`config.mk`:
```
export PLATFORM = sky130hd
export DESIGN_NAME = serial_paralelo_flat
export DESIGN_NICKNAME = d
export VERILOG_FILES = /design/src/rtl/serial_paralelo_if.sv /design/src/rtl/serial_paralelo.sv /design/src/flat_wrapper.sv
export SDC_FILE = /design/constraint.sdc
export NUM_CORES = 1
export LEC_CHECK = 0
export ABC_AREA = 0
export ABC_CLOCK_PERIOD_IN_PS = 1800
export BUFFER_PORTS_ARGS = -buffer_cell sky130_fd_sc_hd__buf_2
export CAP_MARGIN = 20
export CORE_MARGIN = 10
export CORE_UTILIZATION = 45
export DETAILED_ROUTE_END_ITERATION = 6
export GPL_TIMING_DRIVEN = 0
export HOLD_SLACK_MARGIN = 0.03
export SLEW_MARGIN = 10
export SYNTH_ARGS = -nofsm -noshare
export SYNTH_HDL_FRONTEND = slang
export SYNTH_SLANG_ARGS = --single-unit
```
`constraint.sdc`:
```
create_clock -name clk_32f -period 1.8 [get_ports clk_32f]
set_clock_uncertainty 0.05 [all_clocks]
set_input_delay 0.09 -clock clk_32f [delete_from_list [all_inputs] [get_ports clk_32f]]
set_output_delay 0.09 -clock clk_32f [all_outputs]
set_load 0.02 [all_outputs]
```
`src/rtl/serial_paralelo_if.sv`:
```
// Serial link bundle: one-bit line in, byte/strobe/lock out.
// master drives the line, slave is the receiver.
interface serial_paralelo_if;
  logic       data_in;
  logic [7:0] data_out;
  logic       valid_out;
  logic       active;

  modport master (
    output data_in,
    input  data_out,
    input  valid_out,
    input  active
  );

  modport slave (
    input  data_in,
    output data_out,
    output valid_out,
    output active
  );
endinterface

```
`src/rtl/serial_paralelo.sv`:
```
// Serial-to-parallel receiver for the 1-bit MSB-first PHY link.
// Aligns on comma bytes, locks, then strobes each non-comma byte.
module serial_paralelo #(
  parameter int          BC_COUNT = 4,
  parameter logic [7:0]  COMMA    = 8'hBC
) (
  input  logic         clk_32f,
  input  logic         reset,
  serial_paralelo_if.slave link
);

  localparam int BCW = $clog2(BC_COUNT + 1);

  typedef enum logic [1:0] {
    UNLOCKED = 2'd0,
    ALIGNING = 2'd1,
    LOCKED   = 2'd2
  } state_t;

  state_t         state;
  logic [6:0]     sr;
  logic [2:0]     bit_cnt;
  logic [BCW-1:0] bc_cnt;
  logic [7:0]     data_q;
  logic           valid_q;
  logic           active_q;

  logic [7:0] cand;
  logic       is_comma;
  logic       at_bound;

  // cand is the byte completed by the current edge
  assign cand     = {sr, link.data_in};
  assign is_comma = (cand == COMMA);
  assign at_bound = (bit_cnt == 3'd7);

  assign link.data_out  = data_q;
  assign link.valid_out = valid_q;
  assign link.active    = active_q;

  always_ff @(posedge clk_32f or posedge reset) begin
    if (reset) begin
      state    <= UNLOCKED;
      sr       <= '0;
      bit_cnt  <= '0;
      bc_cnt   <= '0;
      data_q   <= '0;
      valid_q  <= 1'b0;
      active_q <= 1'b0;
    end else begin
      sr      <= cand[6:0];
      valid_q <= 1'b0;
      unique case (state)
        UNLOCKED: begin
          bit_cnt <= '0;
          if (is_comma) begin
            bc_cnt <= BCW'(1);
            if (BC_COUNT == 1) begin
              state    <= LOCKED;
              active_q <= 1'b1;
            end else begin
              state <= ALIGNING;
            end
          end
        end
        ALIGNING: begin
          bit_cnt <= bit_cnt + 3'd1;
          if (at_bound) begin
            if (is_comma) begin
              bc_cnt <= bc_cnt + 1'b1;
              if (bc_cnt == BCW'(BC_COUNT - 1)) begin
                state    <= LOCKED;
                active_q <= 1'b1;
              end
            end else begin
              // misaligned or broken comma run: restart the search
              state  <= UNLOCKED;
              bc_cnt <= '0;
            end
          end
        end
        LOCKED: begin
          bit_cnt <= bit_cnt + 3'd1;
          if (at_bound && !is_comma) begin
            data_q  <= cand;
            valid_q <= 1'b1;
          end
        end
        default: begin
          state <= UNLOCKED;
        end
      endcase
    end
  end

endmodule
```
`src/flat_wrapper.sv`:
```
// flat-port wrapper written by rule: the top's interface ports become plain ports
module serial_paralelo_flat 
#(
  parameter int          BC_COUNT = 4,
  parameter logic [7:0]  COMMA    = 8'hBC
)
  (clk_32f, reset, link_data_in, link_data_out, link_valid_out, link_active);
  serial_paralelo_if link_i ();
  input  logic clk_32f;
  input  logic reset;
  input wire logic [$bits(link_i.data_in)-1:0] link_data_in;
  output wire logic [$bits(link_i.data_out)-1:0] link_data_out;
  output wire logic [$bits(link_i.valid_out)-1:0] link_valid_out;
  output wire logic [$bits(link_i.active)-1:0] link_active;
  assign link_i.data_in = link_data_in;
  assign link_data_out = link_i.data_out;
  assign link_valid_out = link_i.valid_out;
  assign link_active = link_i.active;
  serial_paralelo #(.BC_COUNT(BC_COUNT), .COMMA(COMMA)) u_core (.clk_32f(clk_32f), .reset(reset), .link(link_i));
endmodule
```
## Yosys cells after proc, flatten, opt, wreduce, memory -nomap -nowiden

Cells that the tools add are included.

| operators by class | value |
|---|---|
| $add $sub $neg | 2 |
| $mul | 0 |
| div/mod/pow operators | 0 |
| magnitude comparators | 0 |
| eq/ne operators | 8 |
| shift operators | 0 |
| mux-type cells | 12 |
| bitwise gates (word level) | 1 |
| reductions and logical operators | 10 |

Operators with widths:

| cell | count |
|---|---|
| case mux 3 bit (2 select lines) | 2 |
| two-way mux 3 bit | 3 |
| == test 8 bit (second input constant) | 1 |
| two-way mux 2 bit | 4 |
| AND reduction 4 bit | 2 |
| adder 3 x 1 -> 3 bit (second input constant) | 2 |
| case mux 2 bit (3 select lines) | 1 |
| inequality test 2 x 1 -> 1 bit (second input constant) | 2 |
| nonzero test 2 bit | 2 |
| == test 3 x 2 -> 1 bit (second input constant) | 1 |
| == test 3 bit (second input constant) | 1 |
| inequality test 3 bit (second input constant) | 1 |
| AND reduction 3 bit | 1 |
| == test 2 x 1 -> 1 bit (second input constant) | 1 |
| == test 2 bit (second input constant) | 1 |
| zero test 2 bit | 1 |
| two-way mux 1 bit | 2 |
| AND reduction 2 bit | 1 |
| OR reduction 2 bit | 1 |
| logical AND 1 bit | 1 |
| zero test 1 bit | 1 |
| inverter 1 bit | 1 |

| storage, ports and cells | value |
|---|---|
| flip-flop bits (word level) | 25 |
| bits in latches | 0 |
| bits in writable memories | 0 |
| memory bits (read-only) | 0 |
| bits of input ports | 3 |
| output and inout bits | 10 |
| memories | 0 |

## Depth between registers and ports, before layout

| logic depth | value |
|---|---|
| depth after elaboration | 5 |
| mapped depth | 6 |
| gate-level depth less buffers | 5 |

## Least setup slack after synthesis

No wires, ideal clock.

| timing path | value |
|---|---|
| path type | register to register |
| start point | reg u_core.bit_cnt[0] |
| end point | reg u_core.state[1] |
| setup time | 0.126 ns |
| data arrival time | 1.468 ns |
| data required time | 1.624 ns |
| setup slack | 0.156 ns |
| stages on the path, launching flop included | 6 |
| path through | dfrtp_1 ha_1 ha_1 nor2b_1 o31ai_1 a311o_1 |

| on the way | value |
|---|---|
| cells in the longest elaborated chain, start to end | 3 |

RTL lines:

| what | line | text |
|---|---|---|
| start: declaration | serial_paralelo.sv:22 | `logic [2:0] bit_cnt;` |
| start signal: assignment | serial_paralelo.sv:67 | `bit_cnt <= bit_cnt + 3'd1;` |
| start signal: assignment | serial_paralelo.sv:83 | `bit_cnt <= bit_cnt + 3'd1;` |
| == test 3 bit | serial_paralelo.sv:35 | `assign at_bound = (bit_cnt == 3'd7);` |
| inequality test 2 x 1 -> 1 bit (no line) | -- |  |
| AND reduction 4 bit (no line) | -- |  |
| end signal: assignment | serial_paralelo.sv:43 | `state <= UNLOCKED;` |
| end signal: assignment | serial_paralelo.sv:59 | `state <= LOCKED;` |
| end signal: assignment | serial_paralelo.sv:62 | `state <= ALIGNING;` |
| end: declaration | serial_paralelo.sv:20 | `state_t state;` |

No other way between the ends.
A chain may end at the register's enable or synchronous reset.

## Worst setup path after layout

| timing path | value |
|---|---|
| start point | reg u_core.bit_cnt[0] |
| end point | reg u_core.data_q[5], in the netlist u_core.link.data_out[5] |

| on the way | value |
|---|---|
| cells in the longest elaborated chain, start to end | 3 |

RTL lines:

| what | line | text |
|---|---|---|
| == test 3 bit | serial_paralelo.sv:35 |  |
| logical AND 1 bit | serial_paralelo.sv:84 | `if (at_bound && !is_comma) begin` |
| AND reduction 2 bit (no line) | -- |  |
| end signal: assignment | serial_paralelo.sv:85 | `data_q <= cand;` |
| end: declaration | serial_paralelo.sv:24 | `logic [7:0] data_q;` |

No other way between the ends.

==> summary.md <==
| Metric | Value |
|---|---|
| Synth unique cells | `28` |
| Grt met2 use | `13.75%` |
| PD cells | `867.1 nW/um^2` |
| Worst hold slack | `0.3577 ns` |
| Net Sw Frac | `29.96%` |
| CP Class | `flop to flop` |
| Worst reg2reg setup slack | `0.09 ns` |
| Relative slew slack | `between 30% and 40%` |
| HP Class | `flop to flop` |
| Sequential area share after synthesis | `54.00%` |
| Die footprint | `between 5000 and 6000 um^2` |
| Most common cell after layout, fill and taps aside | `dfrtp_1` |
| RSZ-0062 raised after global routing | `false` |
| Synth Warn # | `0` |
| Max-cap viol count | `0` |
| Vias in the first global route | `802` |
| Commonest non-fill, non-tap cells in the layout | `dfrtp_1, buf_2, nand2_1` |
| Cell at the slowest stage of the critical path | `dfrtp_1` |
| CP max stage delay | `0.41 ns` |
| Critical path cell sequence | `ha_1 -> ha_2 -> nand2_1 -> a21oi_4 -> buf_12 -> mux2_2` |
| Number of flops mapped to enable cells by yosys | `0` |
| Clock transition at path regs | `0.14 ns` |
| Final setup viols | `0` |
| Root Buffer | `clkbuf_4` |
| Crit path launch type | `flop` |
| Leakage | `0.6997 nW` |
| Largest net degree at the start of global routing | `26` |
| Worst-skew pair later-pin latency | `0.32 ns` |
| Starting density of the core | `approximately 47%` |
| Max VDD drop | `roughly 0.51 mV` |
| Cells after Synth | `95` |
| Area of the core | `2477 um^2` |
| Cell Int Power | `820.7 uW` |
| Top FF cell, synth | `dfrtp_1` |
| Layout cells sized above 1 | `31.90%` |
| Combinational Power Share | `22.1%` |
| Layout Nets | `128` |
| Status | `complete, no violations` |
| CP required | `1.98 ns` |
| Fmax | `585.1 MHz` |
| GRT Util Overall | `8.655%` |
| Gr ovfl total | `0` |
| H-Tree Depth | `1` |
| Critical Path Sink Type | `flop` |
| Clock share of power | `22.4%` |
| Area delta synth->final | `16.63%` |
| Gpl congestion | `0.7023` |
| Wirelength per Cell | `14.01 um` |
| Final Hold Viols | `0` |
| DP Wirelength | `between 1000 and 1500 um` |
| Worst-margin pin slew | `~0.93 ns` |
| Area of the mapped netlist | `1159 um^2` |
| Net Count, Synth | `106` |
| Register share of total power | `55.5%` |
| Setup_tns | `0 ns` |
| Period minus WS final | `approximately 1.7 ns` |
| Avg Vias per Cell | `5.171` |
| Post-synth ARST share | `100.0%` |
| Placement row count | `18` |
| TritonCTS clock tree | `yes` |
| CP arrival | `about 1.9 ns` |
| Global-route wire length before repair | `3684 um` |
| Met1 usage | `10.23%` |
| Die Wd | `70.74 um` |
| DRC | `0` |
| First-pass DRT Iterations | `4` |
| FILL cells | `225` |
| GR peak layer | `met2` |
| Vias post-DR | `755` |
| Grt met3 use | `just over 3%` |
| Register bit total from synthesis | `25` |
| Synth Area per Inst | `12.20 um^2` |
| Slew Viols, Final | `0` |
| TritonCTS sink count | `25` |
| Initial antenna violation count | `0` |
| Sw power | `351.0 uW` |
| Number of top-level pins | `13` |
| Die Span Y | `just over 70 um` |
| Clock Tree Buf Depth | `2` |
| Post-route ant nets | `0` |
| WL final | `2045 um` |
| # diodes | `0` |
| Critical path peak fanout | `9` |
| DR iter-0 viols | `17` |
| Final Cycle Share | `94.95%` |
| CTS Buf Count | `3` |
| Count of input and output buffers | `12` |
stage by stage:
stage	utilization, %	cell area (um^2)	std cells	setup WS [ns]	total power [mW]
4_1_cts	53.84	1334	144	0.004974	1.186
3_5_place_dp	50.71	1256	137	-0.07766	0.9092
2_1_floorplan	-	1159	95	0.1559	0.8516
5_1_grt	54.55	1351	146	0.007484	1.253
3_3_place_gp	50.71	1256	137	-0.06026	0.8991
6_report	54.55	1351	146	0.09090	1.172
sequential cells by signal, summed over array words and instances (netlist names):
| signal | flops |
|---|---|
| u_core.sr | 7 |
| u_core.bit_cnt | 3 |
| u_core.link.data_out | 8 |
| u_core.link.active | 1 |
| u_core.bc_cnt | 3 |
| u_core.state | 2 |
| u_core.link.valid_out | 1 |
cell families (layout without fill, tap and decap cells):
kind of cell    count (synthesis)  in the layout  synth area share [%]
compound gates                 20             20                 14.04
fa+ha+maj                       8              8                 8.640
buf+inv                         9             30                 4.319
flops                          25             25                 54.00
mux                             8              8                 7.776
simple gates                   25             25                 11.23
final timing paths:
kind / startpoint / endpoint / cells after the start
setup reg to reg: u_core.bit_cnt[0] / u_core.link.data_out[5] / 6
min in group asynchronous: reset / u_core.link.data_out[3] / 3
setup / recovery: u_core.bit_cnt[0] / u_core.link.data_out[5] / 6
hold reg to reg: u_core.sr[4] / u_core.sr[5] / 0
max in group asynchronous: reset / u_core.state[0] / 3
hold / removal: u_core.sr[4] / u_core.sr[5] / 0
Yosys cell counts, types with 2 or more instances:
| cell | n | area share (%) |
|---|---|---|
| o21ai_0 | 3 | 1.3 |
| ha_1 | 8 | 8.6 |
| mux2_2 | 8 | 7.8 |
| a211o_1 | 2 | 1.5 |
| nor2_1 | 3 | 0.97 |
| a211oi_1 | 3 | 1.9 |
| nand2_1 | 12 | 3.9 |
| inv_1 | 6 | 1.9 |
| nor2b_1 | 2 | 1.1 |
| o21a_1 | 3 | 1.9 |
| nand3_1 | 3 | 1.3 |
| buf_6 | 2 | 1.9 |
| dfrtp_1 | 25 | 54 |
worst max-delay path: cells and delay by family (launching register included):
| kind | cells | cell delay (ns) |
|---|---|---|
| and+or+nand+nor | 1 | 0.11 |
| muxes | 1 | 0.33 |
| DFF | 1 | 0.41 |
| AOI/OAI and AO/OA | 1 | 0.14 |
| buffers and inverters | 1 | 0.14 |
| adders and majority gates | 2 | 0.44 |
metal layers:
metal	part of all wire [%]	wire length (um)	vias to the layer above
li1	-	-	379
met1	46	946	368
met2	49	1003	6
met3	4.2	86	2
met4	0.39	8	0
met5	0	0	-
power groups by stage:
stage	registers (mW)	clock network (mW)	logic (mW)
floorplan	0.653	0	0.199
global placement	0.660	0	0.239
detailed placement	0.663	0	0.246
CTS	0.651	0.280	0.255
global route	0.658	0.295	0.299
finish	0.650	0.263	0.259
area by class of cell:
class / count / area (um^2) / area share (%)
multi-input combinational: 61 / 493.0 / 36.48
buffer: 3 / 27.53 / 2.037
sequential: 25 / 625.6 / 46.30
clock buffer: 3 / 22.52 / 1.667
timing repair buffer: 17 / 115.1 / 8.518
clock inverter: 1 / 7.507 / 0.5556
tap: 30 / 37.54 / 2.778
inverter: 6 / 22.52 / 1.667
what timing repair did:
action | 4_1_cts | 5_1_grt
gates cloned | 0 | 0
hold buffers | 2 | 0
endpoints found under the setup margin | 1 | 9
resized for setup | 2 | 1
endpoints found under the hold margin | 27 | 0
buffers inserted | 1 | 2
Note: power is estimated with default switching activity, not from simulation.
